File: src/rtl/shift_pkg.sv
`default_nettype none
// ============================================================================
//  Module      : shift_pkg
//  Description : Shared widths, command record and direction encodings for
//                the shift command queue and its barrel-shift datapath.
//  Revision    : 1.0 - initial release
// ============================================================================
package shift_pkg;

    localparam int WIDTH = 8;
    localparam int AMT_W = $clog2(WIDTH);

    localparam logic DIR_LEFT  = 1'b1;
    localparam logic DIR_RIGHT = 1'b0;

    typedef struct packed {
        logic [WIDTH-1:0] data;
        logic [AMT_W-1:0] amt;
        logic             lr;
    } shift_cmd_t;

endpackage : shift_pkg
`default_nettype wire

File: src/rtl/barrel_shift_core.sv
`default_nettype none
// ============================================================================
//  Module      : barrel_shift_core
//  Description : Combinational logical barrel shifter, one mux stage per
//                shift-amount bit, zero fill in both directions.
//  Revision    : 1.0 - initial release
// ============================================================================
module barrel_shift_core
    import shift_pkg::*;
(
    input  shift_cmd_t       cmd,
    output logic [WIDTH-1:0] result
);

    logic [WIDTH-1:0] w_acc;

    // Stage k shifts by 2**k when amount bit k is set; amount 0 passes through.
    always_comb begin
        w_acc = cmd.data;
        for (int k = 0; k < AMT_W; k++) begin
            if (cmd.amt[k]) begin
                if (cmd.lr == DIR_LEFT) begin
                    w_acc = w_acc << (1 << k);
                end else begin
                    w_acc = w_acc >> (1 << k);
                end
            end
        end
    end

    assign result = w_acc;

endmodule : barrel_shift_core
`default_nettype wire

File: src/rtl/shift_cmd_queue.sv
`default_nettype none
// ============================================================================
//  Module      : shift_cmd_queue
//  Description : Buffers shift commands in a small FIFO, applies them in order
//                through the barrel shifter and holds each result in an output
//                register with a valid/ready handshake. in_ready depends only
//                on registered occupancy, never on out_ready.
//  Revision    : 1.0 - initial release
// ============================================================================
module shift_cmd_queue #(
    parameter int WIDTH = shift_pkg::WIDTH,
    parameter int AMT_W = shift_pkg::AMT_W,
    parameter int DEPTH = 4
) (
    input  logic                     clk,
    input  logic                     rst_n,
    input  logic                     in_valid,
    output logic                     in_ready,
    input  logic [WIDTH-1:0]         in_data,
    input  logic [AMT_W-1:0]         in_amt,
    input  logic                     in_lr,
    output logic                     out_valid,
    input  logic                     out_ready,
    output logic [WIDTH-1:0]         out_data,
    output logic [$clog2(DEPTH):0]   count
);

    localparam int PTR_W = $clog2(DEPTH);
    localparam int CNT_W = PTR_W + 1;
    localparam logic [CNT_W-1:0] c_full = CNT_W'(DEPTH);

    shift_pkg::shift_cmd_t r_mem [DEPTH];
    logic [PTR_W-1:0]      r_wr_ptr;
    logic [PTR_W-1:0]      r_rd_ptr;
    logic [CNT_W-1:0]      r_count;
    logic                  r_out_valid;
    logic [WIDTH-1:0]      r_out_data;

    shift_pkg::shift_cmd_t w_in_cmd;
    shift_pkg::shift_cmd_t w_head;
    logic [WIDTH-1:0]      w_result;
    logic                  w_push;
    logic                  w_load;

    assign w_in_cmd = '{data: in_data, amt: in_amt, lr: in_lr};
    assign w_head   = r_mem[r_rd_ptr];

    // A full FIFO stays full for this cycle even if a load frees a slot.
    assign in_ready = (r_count != c_full);
    assign w_push   = in_valid && in_ready;
    assign w_load   = (r_count != '0) && (!r_out_valid || out_ready);

    barrel_shift_core u_core (
        .cmd    (w_head),
        .result (w_result)
    );

    // Command storage needs no reset: entries are only read when counted.
    always_ff @(posedge clk) begin
        if (w_push) begin
            r_mem[r_wr_ptr] <= w_in_cmd;
        end
    end

    // Pointers and occupancy; pointers wrap naturally since DEPTH is 2**n.
    always_ff @(posedge clk or negedge rst_n) begin
        if (!rst_n) begin
            r_wr_ptr <= '0;
            r_rd_ptr <= '0;
            r_count  <= '0;
        end else begin
            if (w_push) begin
                r_wr_ptr <= r_wr_ptr + 1'b1;
            end
            if (w_load) begin
                r_rd_ptr <= r_rd_ptr + 1'b1;
            end
            if (w_push && !w_load) begin
                r_count <= r_count + 1'b1;
            end else if (w_load && !w_push) begin
                r_count <= r_count - 1'b1;
            end
        end
    end

    // Output register: load the shifted head, or empty out once consumed.
    always_ff @(posedge clk or negedge rst_n) begin
        if (!rst_n) begin
            r_out_valid <= 1'b0;
            r_out_data  <= '0;
        end else if (w_load) begin
            r_out_valid <= 1'b1;
            r_out_data  <= w_result;
        end else if (out_ready) begin
            r_out_valid <= 1'b0;
        end
    end

    assign out_valid = r_out_valid;
    assign out_data  = r_out_data;
    assign count     = r_count;

endmodule : shift_cmd_queue
`default_nettype wire

File: config.mk
export PLATFORM = sky130hd
export DESIGN_NAME = shift_cmd_queue
export DESIGN_NICKNAME = d
export VERILOG_FILES = /design/src/rtl/shift_pkg.sv /design/src/rtl/barrel_shift_core.sv /design/src/rtl/shift_cmd_queue.sv
export SDC_FILE = /design/constraint.sdc
export NUM_CORES = 1
export LEC_CHECK = 0
export ABC_AREA = 1
export CAP_MARGIN = 10
export CORE_ASPECT_RATIO = 1.2
export CORE_MARGIN = 4
export CORE_UTILIZATION = 32
export CTS_CLUSTER_SIZE = 12
export DETAILED_ROUTE_END_ITERATION = 12
export PLACE_DENSITY = 0.53
export SLEW_MARGIN = 20
export SYNTH_ARGS = -nofsm -noshare
export SYNTH_HDL_FRONTEND = slang
export SYNTH_HIERARCHICAL = 1
export SYNTH_SLANG_ARGS = --single-unit
File: constraint.sdc
create_clock -name clk -period 4.45 [get_ports clk]
set_input_delay 1.335 -clock clk [delete_from_list [all_inputs] [get_ports clk]]
set_output_delay 1.335 -clock clk [all_outputs]
set_load 0.01 [all_outputs]
==> flow_summary.toml <==
[yosys]
synthTopCellsByArea = "edfxtp_1, nand2_1, dfrtp_1, o211ai_1, inv_1"
syn_area_per_cell_um2 = 9.35
synth-compound-area-share_pct = 5.86
synthSimpleGateAreaFrac_pct = 24.7
synthXorXnorAreaFrac_pct = 0.277
netlist_area_um2 = 3160
syn_nets = 360
postSynthCellCount = 338
synth.area.mux_share_pct = 0
yosysWarnings = 6
synth_top_area_share_pct = 45.6
synthAdderAreaFrac_pct = 2.61
yosysUniqueCellTypes = 20
seq_area_frac_synth_pct = 58.3
synth_largest_area_cell = "edfxtp_1"
ys_seq_elements = 64
synth_top_family_by_area = "simple AND/OR/NAND/NOR gates"

[timing]
hold_viol = 0
worst_pin_slew_ns = 0.747
drv_slew = 0
rsz0062_at_grt = "no"
relSlewSlack_pct = 50.1
max_freq_ghz = 0.331
finalClockSkew_ns = 0.00368
finalCritPeriodShare_pct = 67.8
setup_viol = 0
setup_ws_ns = 1.43
tns_ns = 0
final.min_clock_period_ns = 3.02

[cells_and_area]
postLayoutCellArea_um2 = 3820
nets = 390
drive_above_1_share_pct = 8.31
n_antenna_cell = 0
syn2layout_area_growth_pct = 20.9
final_cell_mix = "nand2_1, edfxtp_1, inv_1"
final_common_cell = "nand2_1"

[worst_setup_path]
critical_path_class = "input pin to flop"
worstPathArrival_ns = 3.23
critPathMaxFanout = 12
worstPathRequired_ns = 4.67
end_kind = "flop"
critPathLaunchType = "input pin"

[clocking]
cts_hold_buf = 0
clkSlewWorstSetupHoldPaths_ns = 0.05
htreeDepth = 3
tritoncts = "yes"
cts-resized-gates = 0
cts_inserted_buffers = 9
root_buffer = "clkbuf_16"
clock_latency_ns = 0.33
cts.sinks = 64
postCtsSetupRepairBufs = 0
cts_buffer_depth = 2

[placed_design]
dp_hpwl_um = 4210
place.gp.congestion = 0.782
pre_cts_ws_ns = 1.09
placed_area_um2 = 3540
portBuffers = 28

[floorplan]
core-area_um2 = 9560
die_y_um = 117
initial_core_util_pct = 33.1
die-area_um2 = 11500
num_io_pins = 29
std_cell_rows = 39
die_w_um = 98.7

[status]
run_status = "completed"

[global_routing]
first_global_vias = 2094
grt_util_all_layers_pct = 11.6
antenna_found_initial = 0
grt_max_degree = 51
grt_pass1_wl_um = 10100
grt_overflow = 0

[power_and_ir_drop]
p_leak_nw = 1.71
power_density_nw_per_um2 = 763
vdd_drop_max_v = 0.000258

[detailed_routing]
wl_per_cell_um = 12.3
drt_iter0_drc = 100
vias = 2196
drtAntennaViolNets = 0
totalWireLength_um = 6090
drcViolationCount = 0
viasPerCell = 4.43
dr.pass1.iters = 6

[worst_hold_path]
min_path_type = "flop to flop"

[job]
cap_viol_max_count = 0
[final cells by class]
type                    count  area, µm²
clock buffers              12        236
multi-input cells         214       1060
well taps                 123        154
clock inverters             4       45.0
repair buffers             32        310
fillers                   954       5740
flip-flops and latches     64       1840
inverters                  47        176
[cells in the mapped netlist, drive strengths merged]
master,n
buf,13
clkinv,1
dfrtp,16
edfxtp,48
fa,1
ha,5
inv,46
nand2,137
nand3,37
nand4,1
nor2,7
o211ai,24
o21ai,1
xnor2,1
[state kept, by name, summed over array words and instances, names as in the netlist]
register   count
r_mem         48
out_data       8
count          3
r_rd_ptr       2
r_wr_ptr       2
out_valid      1
[power by group]
part	switching, mW	internal [mW]	total (mW)	leakage, nW
clock	0.230	0.429	0.659	0.132
sequential	0.0871	0.806	0.893	0.640
combinational	0.888	0.476	1.36	0.940
[metrics by stage]
stage | total power, mW | util, % | hold slack, ns | std cells
after floorplan | 1.96 | - | 0.484 | 338
after global placement | 2.28 | 37.0 | 0.463 | 480
after detailed placement | 2.29 | 37.0 | 0.461 | 480
after CTS | 2.96 | 40.0 | 0.473 | 496
after global routing | 3.18 | 40.0 | 0.505 | 496
final | 2.92 | 40.0 | 0.474 | 496
[critical path, stage by stage]
cell and delay [ns]:
clkdlybuf4s50_1 0.39, inv_1 0.05, nand2_1 0.22, nand2_2 0.29, ha_1 0.21, inv_1 0.06
fa_1 0.38, nand2_1 0.11, nand3_1 0.08, nand2_1 0.06, nand2_1 0.05
[logic make-up after synthesis]
| logic type | count (synthesis) |
|---|---|
| compound gates | 25 |
| flops | 64 |
| fa+ha+maj | 6 |
| xor+xnor | 1 |
| buf+inv | 60 |
| simple gates | 182 |
[layer usage]
metal	up-vias	wire length, µm	GRT usage (%)
li1	1173	-	-
met1	981	2770	13.6
met2	31	2990	19.4
met3	11	166	2.90
met4	0	162	6.65
met5	-	0	0
[path summary, 6_finish.rpt]
kind	from	end	slack (ns)	cells past startpoint
min reg2reg	out_data[1]	out_data[1]	0.47	2
max	out_ready	count[2]	1.43	11
min	out_data[1]	out_data[1]	0.47	2
max reg2reg	r_rd_ptr[0]	out_data[5]	1.94	13
max in group asynchronous	rst_n	r_rd_ptr[0]	2.53	1
min in group asynchronous	rst_n	out_valid	1.45	1
Power figures use the tool's default switching activity.
